==> src/rtl/lsu.sv <==
// lsu -- memory-access stage between ALU control and register-file writeback.
//   Loads and stores go out over a req/ack data-memory port. All other results
//   pass straight through. The writeback value leaves on a valid/ready handshake.
// Parameters:
//   TIMEOUT_CYCLES  REQ cycles allowed without mem_ack before a timeout fault (1..65535)
// Ports:
//   clk, rst                  clock, asynchronous active-high reset
//   in_valid/in_ready         upstream handshake; ready only while idle
//   op, func3                 opcode and access width/sign selector
//   alu_result, store_data    effective address (or pass-through result) and rs2
//   out_valid/out_ready       downstream handshake
//   out_data, out_wb          writeback value and register-write enable
//   out_fault                 0 none, 1 misaligned, 2 illegal func3, 3 memory timeout
//   mem_req/mem_we/mem_addr   data-memory request, write flag, word address
//   mem_be/mem_wdata          byte enables, lane-replicated store data
//   mem_ack/mem_rdata         memory completion and load word
module lsu #(
  parameter int unsigned TIMEOUT_CYCLES = 255
) (
  input  logic        clk,
  input  logic        rst,
  input  logic        in_valid,
  output logic        in_ready,
  input  logic [6:0]  op,
  input  logic [2:0]  func3,
  input  logic [31:0] alu_result,
  input  logic [31:0] store_data,
  output logic        out_valid,
  input  logic        out_ready,
  output logic [31:0] out_data,
  output logic        out_wb,
  output logic [1:0]  out_fault,
  output logic        mem_req,
  output logic        mem_we,
  output logic [31:0] mem_addr,
  output logic [3:0]  mem_be,
  output logic [31:0] mem_wdata,
  input  logic        mem_ack,
  input  logic [31:0] mem_rdata
);

  typedef enum logic [1:0] {S_IDLE, S_REQ, S_RESP} state_t;

  state_t      state_q, state_d;
  logic [31:0] out_data_q, out_data_d;
  logic        out_wb_q, out_wb_d;
  logic [1:0]  out_fault_q, out_fault_d;
  logic [15:0] cnt_q, cnt_d;
  logic        ld_q, ld_d;
  logic [2:0]  f3_q, f3_d;
  logic [1:0]  lane_q, lane_d;
  logic        we_q, we_d;
  logic [31:0] addr_q, addr_d;
  logic [3:0]  be_q, be_d;
  logic [31:0] wdata_q, wdata_d;

  // Decode of the instruction currently offered upstream.
  logic        is_load, is_store, is_mem, f3_bad, misal, timeout_hit;
  logic [3:0]  be_new;
  logic [31:0] wdata_new;

  assign is_load     = (op == 7'b0000011);
  assign is_store    = (op == 7'b0100011);
  assign is_mem      = is_load | is_store;
  assign f3_bad      = is_load ? ((func3 == 3'b011) || (func3[2:1] == 2'b11))
                               : (func3[2] || (func3 == 3'b011));
  assign misal       = ((func3[1:0] == 2'b01) && alu_result[0]) ||
                       ((func3[1:0] == 2'b10) && (alu_result[1:0] != 2'b00));
  assign timeout_hit = (cnt_q == 16'(TIMEOUT_CYCLES - 1));

  always_comb begin
    be_new    = 4'b1111;
    wdata_new = store_data;
    case (func3[1:0])
      2'b00: begin
        be_new    = 4'b0001 << alu_result[1:0];
        wdata_new = {4{store_data[7:0]}};
      end
      2'b01: begin
        be_new    = 4'b0011 << {alu_result[1], 1'b0};
        wdata_new = {2{store_data[15:0]}};
      end
      default: ;
    endcase
  end

  // Load lane extraction from the latched width and address offset.
  logic [31:0] sh_b, sh_h, ld_val;
  assign sh_b = mem_rdata >> {lane_q, 3'b000};
  assign sh_h = mem_rdata >> {lane_q[1], 4'b0000};

  always_comb begin
    case (f3_q)
      3'b000:  ld_val = {{24{sh_b[7]}}, sh_b[7:0]};
      3'b100:  ld_val = {24'h0, sh_b[7:0]};
      3'b001:  ld_val = {{16{sh_h[15]}}, sh_h[15:0]};
      3'b101:  ld_val = {16'h0, sh_h[15:0]};
      default: ld_val = mem_rdata;
    endcase
  end

  // State register.
  always_ff @(posedge clk or posedge rst) begin
    if (rst) state_q <= S_IDLE;
    else     state_q <= state_d;
  end

  // Next-state logic.
  always_comb begin
    state_d = state_q;
    case (state_q)
      S_IDLE: if (in_valid) state_d = (is_mem && !f3_bad && !misal) ? S_REQ : S_RESP;
      S_REQ:  if (mem_ack || timeout_hit) state_d = S_RESP;
      S_RESP: if (out_ready) state_d = S_IDLE;
      default: state_d = S_IDLE;
    endcase
  end

  // Datapath next values.
  always_comb begin
    out_data_d  = out_data_q;
    out_wb_d    = out_wb_q;
    out_fault_d = out_fault_q;
    cnt_d       = cnt_q;
    ld_d        = ld_q;
    f3_d        = f3_q;
    lane_d      = lane_q;
    we_d        = we_q;
    addr_d      = addr_q;
    be_d        = be_q;
    wdata_d     = wdata_q;
    case (state_q)
      S_IDLE: if (in_valid) begin
        out_data_d  = '0;
        out_wb_d    = 1'b0;
        out_fault_d = 2'd0;
        if (!is_mem) begin
          out_data_d = alu_result;
          out_wb_d   = 1'b1;
        end else if (f3_bad) begin
          out_fault_d = 2'd2;
        end else if (misal) begin
          out_fault_d = 2'd1;
        end else begin
          cnt_d   = '0;
          ld_d    = is_load;
          f3_d    = func3;
          lane_d  = alu_result[1:0];
          we_d    = is_store;
          addr_d  = {alu_result[31:2], 2'b00};
          be_d    = be_new;
          wdata_d = wdata_new;
        end
      end
      S_REQ: begin
        // An ack arriving in the timeout cycle completes normally.
        if (mem_ack) begin
          out_data_d = ld_q ? ld_val : '0;
          out_wb_d   = ld_q;
        end else if (timeout_hit) begin
          out_fault_d = 2'd3;
        end else begin
          cnt_d = cnt_q + 16'd1;
        end
      end
      default: ;
    endcase
  end

  always_ff @(posedge clk or posedge rst) begin
    if (rst) begin
      out_data_q  <= '0;
      out_wb_q    <= 1'b0;
      out_fault_q <= 2'd0;
      cnt_q       <= '0;
      ld_q        <= 1'b0;
      f3_q        <= '0;
      lane_q      <= '0;
      we_q        <= 1'b0;
      addr_q      <= '0;
      be_q        <= '0;
      wdata_q     <= '0;
    end else begin
      out_data_q  <= out_data_d;
      out_wb_q    <= out_wb_d;
      out_fault_q <= out_fault_d;
      cnt_q       <= cnt_d;
      ld_q        <= ld_d;
      f3_q        <= f3_d;
      lane_q      <= lane_d;
      we_q        <= we_d;
      addr_q      <= addr_d;
      be_q        <= be_d;
      wdata_q     <= wdata_d;
    end
  end

  // Outputs.
  always_comb begin
    in_ready  = (state_q == S_IDLE);
    out_valid = (state_q == S_RESP);
    mem_req   = (state_q == S_REQ);
    mem_we    = (state_q == S_REQ) && we_q;
    out_fault = (state_q == S_RESP) ? out_fault_q : 2'd0;
    out_data  = out_data_q;
    out_wb    = out_wb_q;
    mem_addr  = addr_q;
    mem_be    = be_q;
    mem_wdata = wdata_q;
  end

endmodule

==> config.mk <==
export PLATFORM = sky130hd
export DESIGN_NAME = lsu
export DESIGN_NICKNAME = d
export VERILOG_FILES = /design/src/rtl/lsu.sv
export SDC_FILE = /design/constraint.sdc
export NUM_CORES = 1
export LEC_CHECK = 0
export ABC_CLOCK_PERIOD_IN_PS = 7900
export CORE_MARGIN = 2
export CORE_UTILIZATION = 49
export CTS_BUF_LIST = sky130_fd_sc_hd__clkbuf_8
export CTS_CLUSTER_SIZE = 20
export DETAILED_ROUTE_END_ITERATION = 10
export PLACE_DENSITY = 0.89
export SYNTH_ARGS = -nofsm -noshare
export SYNTH_HDL_FRONTEND = slang
export SYNTH_SLANG_ARGS = --single-unit
==> constraint.sdc <==
create_clock -name clk -period 7.9 [get_ports clk]
set_clock_uncertainty 0.1 [all_clocks]
set_input_delay 1.185 -clock clk [delete_from_list [all_inputs] [get_ports clk]]
set_output_delay 1.185 -clock clk [all_outputs]
set_load 0.01 [all_outputs]
==> results.cfg, run 1 <==
[global_routing]
first_global_vias = 6045
grtUsageTotal_pct = 27.8
grt_max_degree = 85
overflow = 0
grt_pass1_wl_um = 31000
antenna_found_initial = 0

[floorplan]
core_area_um2 = 12700
dieArea_um2 = 14000
ios = 218
start_util_pct = 50.4
die-height_um = 118
die_w_um = 118
rows = 41

[hold_path]
hp-start = out_wb
min_path_cells = 2
min_to = out_wb
hold_class = flop to flop

[setup_path]
reg2reg_depth = 7
cp.required_ps = 8170
critical_path_depth = 6
crit_chain = clkdlybuf4s50_1 -> o21ai_1 -> nand4_2 -> or3_2 -> a2111oi_4 -> a31o_1
path_buf_inv = 1
cp-start-kind = input pin
r2r-start = state_q[1]
path_max_fanout = 64
crit_family = simple AND/OR/NAND/NOR gates
cp-end-kind = flop
cp.arrival_ps = 4260
cp_slowest_cell = or3_2
reg2reg_slack_ps = 4990
criticalPathCategory = input pin to flop
critical-path-max-stage-delay_ps = 1010
r2r-end = out_data[16]

[timing]
fin_tns_setup_ps = 0
worst_pin_slew_ps = 1240
fmax_mhz = 251
final-setup-viol-count = 0
hold_viol = 0
period_share_pct = 50.5
period_needed_ps = 3990
final_max_slew_viol_count = 0
grt_setup_unrepaired = false
holdWs_ps = 368
slew_headroom_pct = 17.6
setup_ws_ps = 3910

[outcome]
status = complete, no violations

[yosys]
ys_seq_area_share_pct = 49.3
ys_types = 58
ys_ff_latch = 126
synthFlopType = dfrtp_1
synthesis.area_um2 = 6390
synth_edf_count = 0
ys_async_sr_fraction_pct = 100
syn_area_per_cell_um2 = 8.94
synthesis.instances = 715
yosys_warnings = 0

[layout]
area_growth_pct = 39.5
drive_above_1_share_pct = 5.59
nets = 1015
final_area_um2 = 8910
n_antenna_cell = 0

[detailed_routing]
route.detailed.drc = 0
routed-via-count = 6193
avgRoutedWirePerCell_um = 17.9
ant_nets = 0
drt_iter0_drc = 503
vias_per_cell = 5.71
routed_wl_um = 19400
dr.pass1.iters = 5

[place]
port_buffers = 215
hpwlAfterDp_um = 13900
place_ws_ps = 3470
placed_cell_area_um2 = 8570
place.gp.congestion = 0.912

[pwr]
p_per_area_nw_per_um2 = 184
ir_worst_vdd_mv = 0.125
leakage_nw = 3.98

[cts]
clk_pin_slew_ps = 70
post-cts-setup-buffers = 0
cts_resized = 0
cts_tree = built
clk_latency_ps = 430
cts_max_level = 4
cts.sinks = 126
cts_inserted_buffers = 17
cts_root_buffer = clkbuf_8
cts_buffer_depth = 2
postCtsHoldBufs = 0

[flow_run]
drv_cap = 0
[layout by cell type (no fill, tap or decap), drive strengths merged, types with 6 or more instances in the layout]
| cell | synthesis | final |
|---|---|---|
| nand2b | 11 | 11 |
| nand2 | 169 | 169 |
| a21oi | 72 | 72 |
| nor3 | 11 | 11 |
| clkbuf | 33 | 19 |
| clkinv | 0 | 8 |
| mux2i | 31 | 31 |
| inv | 9 | 11 |
| o221ai | 8 | 8 |
| o22ai | 6 | 6 |
| nand3 | 19 | 19 |
| clkdlybuf4s50 | 0 | 215 |
| a31oi | 6 | 6 |
| and2 | 7 | 7 |
| dfrtp | 126 | 126 |
| nor2 | 53 | 53 |
| o21ai | 52 | 52 |
| a2111oi | 6 | 6 |
| o31ai | 6 | 6 |
| mux4 | 6 | 6 |
| a22oi | 17 | 17 |
[worst register-to-register path, stage by stage, from the launching register on]
cell	delay (ps)
dfrtp_1	410
nand2b_1	480
inv_1	380
a21oi_1	230
buf_4	250
and2_1	660
a22oi_1	160
o21ai_0	140
[worst max path at each step]
stage                        start  endpoint  slack (ps)
after floorplan                rst  cnt_q[0]        3260
after global placement    func3[0]  cnt_q[1]        3630
after detailed placement  func3[0]  cnt_q[1]        3470
after CTS                 func3[0]  cnt_q[1]        3930
after global routing      func3[0]  cnt_q[1]        3720
final                     func3[0]  cnt_q[1]        3910
[layout make-up]
type,count,area [µm²]
Fill cell,971,3760
Tap cell,172,215
Sequential cell,126,3150
Timing Repair Buffer,219,2180
Clock buffer,19,262
Inverter,9,36.3
Multi-Input combinational cell,529,2990
Clock inverter,11,77.6
[cell families (layout without fill, tap and decap cells)]
group / count (synthesis) / in the layout / synth area share (%)
compound gates: 192 / 192 / 18.3
fa+ha+maj: 2 / 2 / 0.391
buf+inv: 61 / 258 / 4.07
flops: 126 / 126 / 49.3
mux: 40 / 40 / 7.50
other cells: 1 / 2 / 0.0587
simple gates: 293 / 293 / 20.3
[sequential cells by signal (all words and copies together) (netlist names), 3 cells and up]
register and cells:
mem_wdata 32, out_data 32, mem_addr 30, cnt_q 16
mem_be 4, f3_q 3
[cells in the mapped netlist (8+ instances only)]
library cell / instances / area share (%)
nand2_1: 169 / 9.9
a21oi_1: 72 / 5.6
nand2b_1: 10 / 0.98
o21ai_0: 50 / 3.9
a22oi_1: 17 / 2.0
dfrtp_1: 126 / 49
nor2_1: 52 / 3.1
inv_1: 9 / 0.53
mux2i_1: 31 / 4.9
nand3_1: 19 / 1.5
o221ai_1: 8 / 1.1
nor3_1: 10 / 0.78
clkbuf_1: 33 / 1.9
buf_2: 13 / 1.0
[layer usage]
metal / global-route usage (%) / share of wire (%)
met3: 7.38 / 7.5
met2: 46.5 / 50
met4: 8.66 / 1.9
met1: 35.2 / 41
met5: 0 / 0
[metrics by stage]
step	util (%)	total power [mW]	instances
2_1_floorplan	-	0.919	716
3_3_place_gp	67.7	1.14	1055
3_5_place_dp	67.7	1.15	1055
4_1_cts	70.3	1.64	1085
5_1_grt	70.3	1.70	1085
6_report	70.3	1.64	1085
[report_power, final]
part / switching [mW] / internal [mW] / total [mW]
logic: 0.175 / 0.209 / 0.384
registers: 0.0471 / 0.708 / 0.755
clock network: 0.244 / 0.254 / 0.498
(Power assumes the default switching activity.)
==> run 2, diff against run 1 <==
ABC_CLOCK_PERIOD_IN_PS = 3900   (was 7900)
CORE_UTILIZATION = 47   (was 49)
PLACE_DENSITY = 0.86   (was 0.89)
clock period = 3.9 ns   (was 7.9 ns; I/O delays follow)
==> run 2 against run 1 <==
Worst setup slack worse by 2800 ps. Register-to-register slack worse by 3700 ps. Flip-flop and latch count did not move. Core utilization shrank 2.6 points. Critical path depth is 2 lower. Die area grew 4.1%. Sequential power grew 100%. Sequential share of layout area down 0.23 points. Largest power group unchanged. Highest routed layer unchanged.
==> results.cfg, run 2 (synthesis results as in run 1) <==
[detailed_routing]
route.detailed.drc = 0
avgRoutedWirePerCell_um = 17.5
vias_per_cell = 5.63
routed_wl_um = 19200
ant_nets = 0
dr.pass1.iters = 6
drt_iter0_drc = 595
routed-via-count = 6153

[layout]
drive_above_1_share_pct = 5.78
final_cell_mix = 215 x clkdlybuf4s50_1, 169 x nand2_1, 126 x dfrtp_1, 72 x a21oi_1, 52 x nor2_1
final_common_cell = clkdlybuf4s50_1
final_core_util_pct = 67.8
nets = 1022
fill_cells = 1072
area_growth_pct = 40.4
n_antenna_cell = 0

[timing]
period_needed_ps = 2820
grt_setup_unrepaired = false
period_share_pct = 72.3
fin_tns_setup_ps = 0
slew_headroom_pct = 23.6
fmax_mhz = 355
hold_viol = 0
final_max_slew_viol_count = 0
worst_pin_slew_ps = 1140
final-setup-viol-count = 0

[flow_run]
drv_cap = 0

[cts]
cts_max_level = 4
cts_root_buffer = clkbuf_8
cts_buffer_depth = 2
post-cts-setup-buffers = 0
clk_pin_slew_ps = 70
cts_resized = 0
cts.sinks = 126
cts_tree = built
cts_inserted_buffers = 17
clk_latency_ps = 450
postCtsHoldBufs = 0

[hold_path]
hold_class = flop to flop

[floorplan]
core_area_um2 = 13200
ios = 218
die-height_um = 121
die_w_um = 121
rows = 42
start_util_pct = 48.3
dieArea_um2 = 14500

[setup_path]
path_max_fanout = 13
criticalPathCategory = flop to output port
cp.arrival_ps = 2130
cp-start-kind = flop
cp.required_ps = 3210
cp-end-kind = output port

[outcome]
status = complete, no violations

[global_routing]
grt_pass1_wl_um = 30700
overflow = 0
first_global_vias = 5862
grtUsageTotal_pct = 27.1
antenna_found_initial = 0
grt_max_degree = 127

[place]
hpwlAfterDp_um = 13700
place.gp.congestion = 0.915
port_buffers = 215

[pwr]
ir_worst_vdd_mv = 0.299
p_per_area_nw_per_um2 = 364
leakage_nw = 4.00
==> run 2: cell types whose count changed in the layout (fill, tap and decap cells not counted), sizes merged <==
cell      previous run  this run
clkinv               8         2
buf                  4        11
inv                 11        12
clkinvlp             0         1
clkbuf              19        21
bufinv               1         0
==> run 2: stage by stage <==
stage	worst slack, ps	total power [mW]	cells	hold slack, ps	instance area (µm²)
6_report	1080	3.26	1093	365	8970
5_1_grt	994	3.42	1093	384	8970
4_1_cts	1080	3.28	1093	370	8970
3_5_place_dp	650	2.33	1066	355	8660
3_3_place_gp	715	2.31	1066	348	8660
2_1_floorplan	1660	1.86	716	337	6400
==> run 2: metal layers <==
| metal | share of wire (%) | GRT usage [%] | up-vias |
|---|---|---|---|
| met3 | 9.8 | 9.48 | 34 |
| met5 | 0 | 0 | - |
| li1 | - | - | 2902 |
| met4 | 2.2 | 9.96 | 0 |
| met2 | 47 | 41.9 | 287 |
| met1 | 41 | 35.2 | 2930 |
==> run 2: critical path, stage by stage (launching register included) <==
cell             delay (ps)
dfrtp_1                 440
nand2b_1                180
inv_1                   340
and2_1                  190
clkdlybuf4s50_1         530
==> run 2: path summary, 6_finish.rpt <==
kind | start | end | slack, ps | cells after the start
max | state_q[1] | mem_we | 1080 | 4
min | mem_addr[9] | mem_addr[9] | 370 | 2
max reg2reg | f3_q[1] | out_data[2] | 1290 | 5
min reg2reg | mem_addr[9] | mem_addr[9] | 370 | 2
max in group asynchronous | rst | mem_wdata[6] | 2600 | 3
min in group asynchronous | rst | we_q | 570 | 3
==> run 2: where the power goes <==
group / internal, mW / switching [mW]
registers: 1.43 / 0.0938
logic: 0.431 / 0.349
clock network: 0.477 / 0.480
==> run 2: layout make-up <==
class	count	area, µm²	area share, %
sequential	126	3150	35.1
multi-input combinational	529	2990	33.3
clock buffer	21	289	3.22
inverter	9	37.5	0.418
tap	176	220	2.45
timing repair buffer	226	2260	25.2
clock inverter	6	25.0	0.279
==> run 3, diff against run 2 <==
ABC_CLOCK_PERIOD_IN_PS = 2860   (was 3900)
clock period = 2.86 ns   (was 3.9 ns; I/O delays follow)
==> run 3 against run 2 <==
Core utilization increased by 0.87 points. Cell area is 1.3% higher. Final cell count grew 1.0%. Power up 39%. First-iteration DRC count fell by 14%. Sequential share of layout area decreased by 0.45 points. Sequential power grew 36%.
==> results.cfg, run 3 (synthesis results as in run 1) <==
[pwr]
switching_share_pct = 28.8
p_per_area_nw_per_um2 = 501
p_seq_share_pct = 45.6
power_switching_mw = 1.31
leakage_nw = 4.06
ir_worst_vdd_mv = 0.433
combPwrFrac_pct = 23.8
clockPowerShare_pct = 30.5
p_int_mw = 3.24
finalPower_mw = 4.55

[timing]
fin_tns_setup_ps = 0
holdWs_ps = 316
final-setup-viol-count = 0
worst_pin_slew_ps = 1110
period_share_pct = 91.9
grt_setup_unrepaired = false
period_needed_ps = 2630
slew_headroom_pct = 25.6
hold_viol = 0
setup_ws_ps = 231
fmax_mhz = 380
final_max_slew_viol_count = 0

[cts]
cts.sinks = 126
cts_max_level = 4
postCtsHoldBufs = 0
cts_buffer_depth = 2
cts_tree = built
cts_inserted_buffers = 17
cts_root_buffer = clkbuf_8
post-cts-setup-buffers = 0
cts_resized = 0
clk_pin_slew_ps = 70
clk_latency_ps = 460

[layout]
final_area_um2 = 9090
final_core_util_pct = 68.6
final_common_cell = clkdlybuf4s50_1
fill_cells = 1025
final_cell_mix = 215 x clkdlybuf4s50_1, 169 x nand2_1, 126 x dfrtp_1, 72 x a21oi_1, 52 x nor2_1
stdcell_count = 1104
nets = 1030
n_antenna_cell = 0
drive_above_1_share_pct = 7.22
area_growth_pct = 42.2

[place]
place_inst = 1074
hpwlAfterDp_um = 14300
port_buffers = 215
placed_cell_area_um2 = 8740
place.gp.congestion = 0.921
place_ws_ps = 71.6

[floorplan]
start_util_pct = 48.3
rows = 42
core_area_um2 = 13200
die_w_um = 121
die-height_um = 121
dieArea_um2 = 14500
ios = 218

[setup_path]
cp.arrival_ps = 2100
reg2reg_depth = 7
criticalPathCategory = flop to output port
cp-end-kind = output port
cp-start-kind = flop
path_max_fanout = 13
cp.required_ps = 2330

[detailed_routing]
routed-via-count = 6199
routed_wl_um = 19500
route.detailed.drc = 0
vias_per_cell = 5.62
dr.pass1.iters = 5
drt_iter0_drc = 510
ant_nets = 0
avgRoutedWirePerCell_um = 17.7

[hold_path]
hold_class = input pin to asynchronous set/reset pin

[outcome]
status = complete, no violations

[global_routing]
grtUsageTotal_pct = 27.9
antenna_found_initial = 0
first_global_vias = 6055
grt_pass1_wl_um = 31300
grt_max_degree = 60
overflow = 0

[flow_run]
drv_cap = 0
## run 3: cell count changes in the layout (fill, tap and decap cells not counted)
cell / before / now
clkinv_2: 2 / 6
clkbuf_8: 21 / 22
inv_1: 12 / 9
buf_4: 9 / 15
buf_12: 2 / 4
clkinvlp_4: 1 / 2
## run 3: worst paths after layout
| kind | endpoint | start | slack (ps) |
|---|---|---|---|
| min in group clk | mem_addr[6] | mem_addr[6] | 370 |
| hold / removal | cnt_q[0] | rst | 320 |
| setup / recovery | mem_we | state_q[1] | 230 |
| max in group asynchronous | mem_addr[6] | rst | 1990 |
| setup reg to reg | cnt_q[1] | cnt_q[0] | 510 |
| hold reg to reg | mem_addr[6] | mem_addr[6] | 370 |
## run 3: layout make-up
cell class / count / area, µm² / share of cell area [%]
Sequential cell: 126 / 3150 / 34.7
Clock buffer: 22 / 303 / 3.33
Multi-Input combinational cell: 529 / 2990 / 32.9
Tap cell: 176 / 220 / 2.42
Timing Repair Buffer: 234 / 2340 / 25.8
Inverter: 9 / 37.5 / 0.413
Clock inverter: 8 / 41.3 / 0.454
## run 3: layer usage
layer  global-route usage, %  vias up  share of wire (%)
li1                        -     2910                  -
met1                    35.2     2979                 41
met2                    43.2      261                 47
met3                    10.1       49                8.9
met4                    12.0        0                3.1
met5                       0        -                  0
## run 3: critical path: stages (launching register included)
cell and delay [ps]:
dfrtp_1 420, nand2b_1 180, inv_1 330, and2_1 190, clkdlybuf4s50_1 530
## run 3: power groups by stage
stage,Sequential [mW],Clock (mW),Combinational (mW)
after floorplan,2.15,0,0.387
after global placement,2.10,0,1.06
after detailed placement,2.10,0,1.08
after global routing,2.10,1.49,1.18
after CTS,2.07,1.41,1.09
final,2.08,1.39,1.08
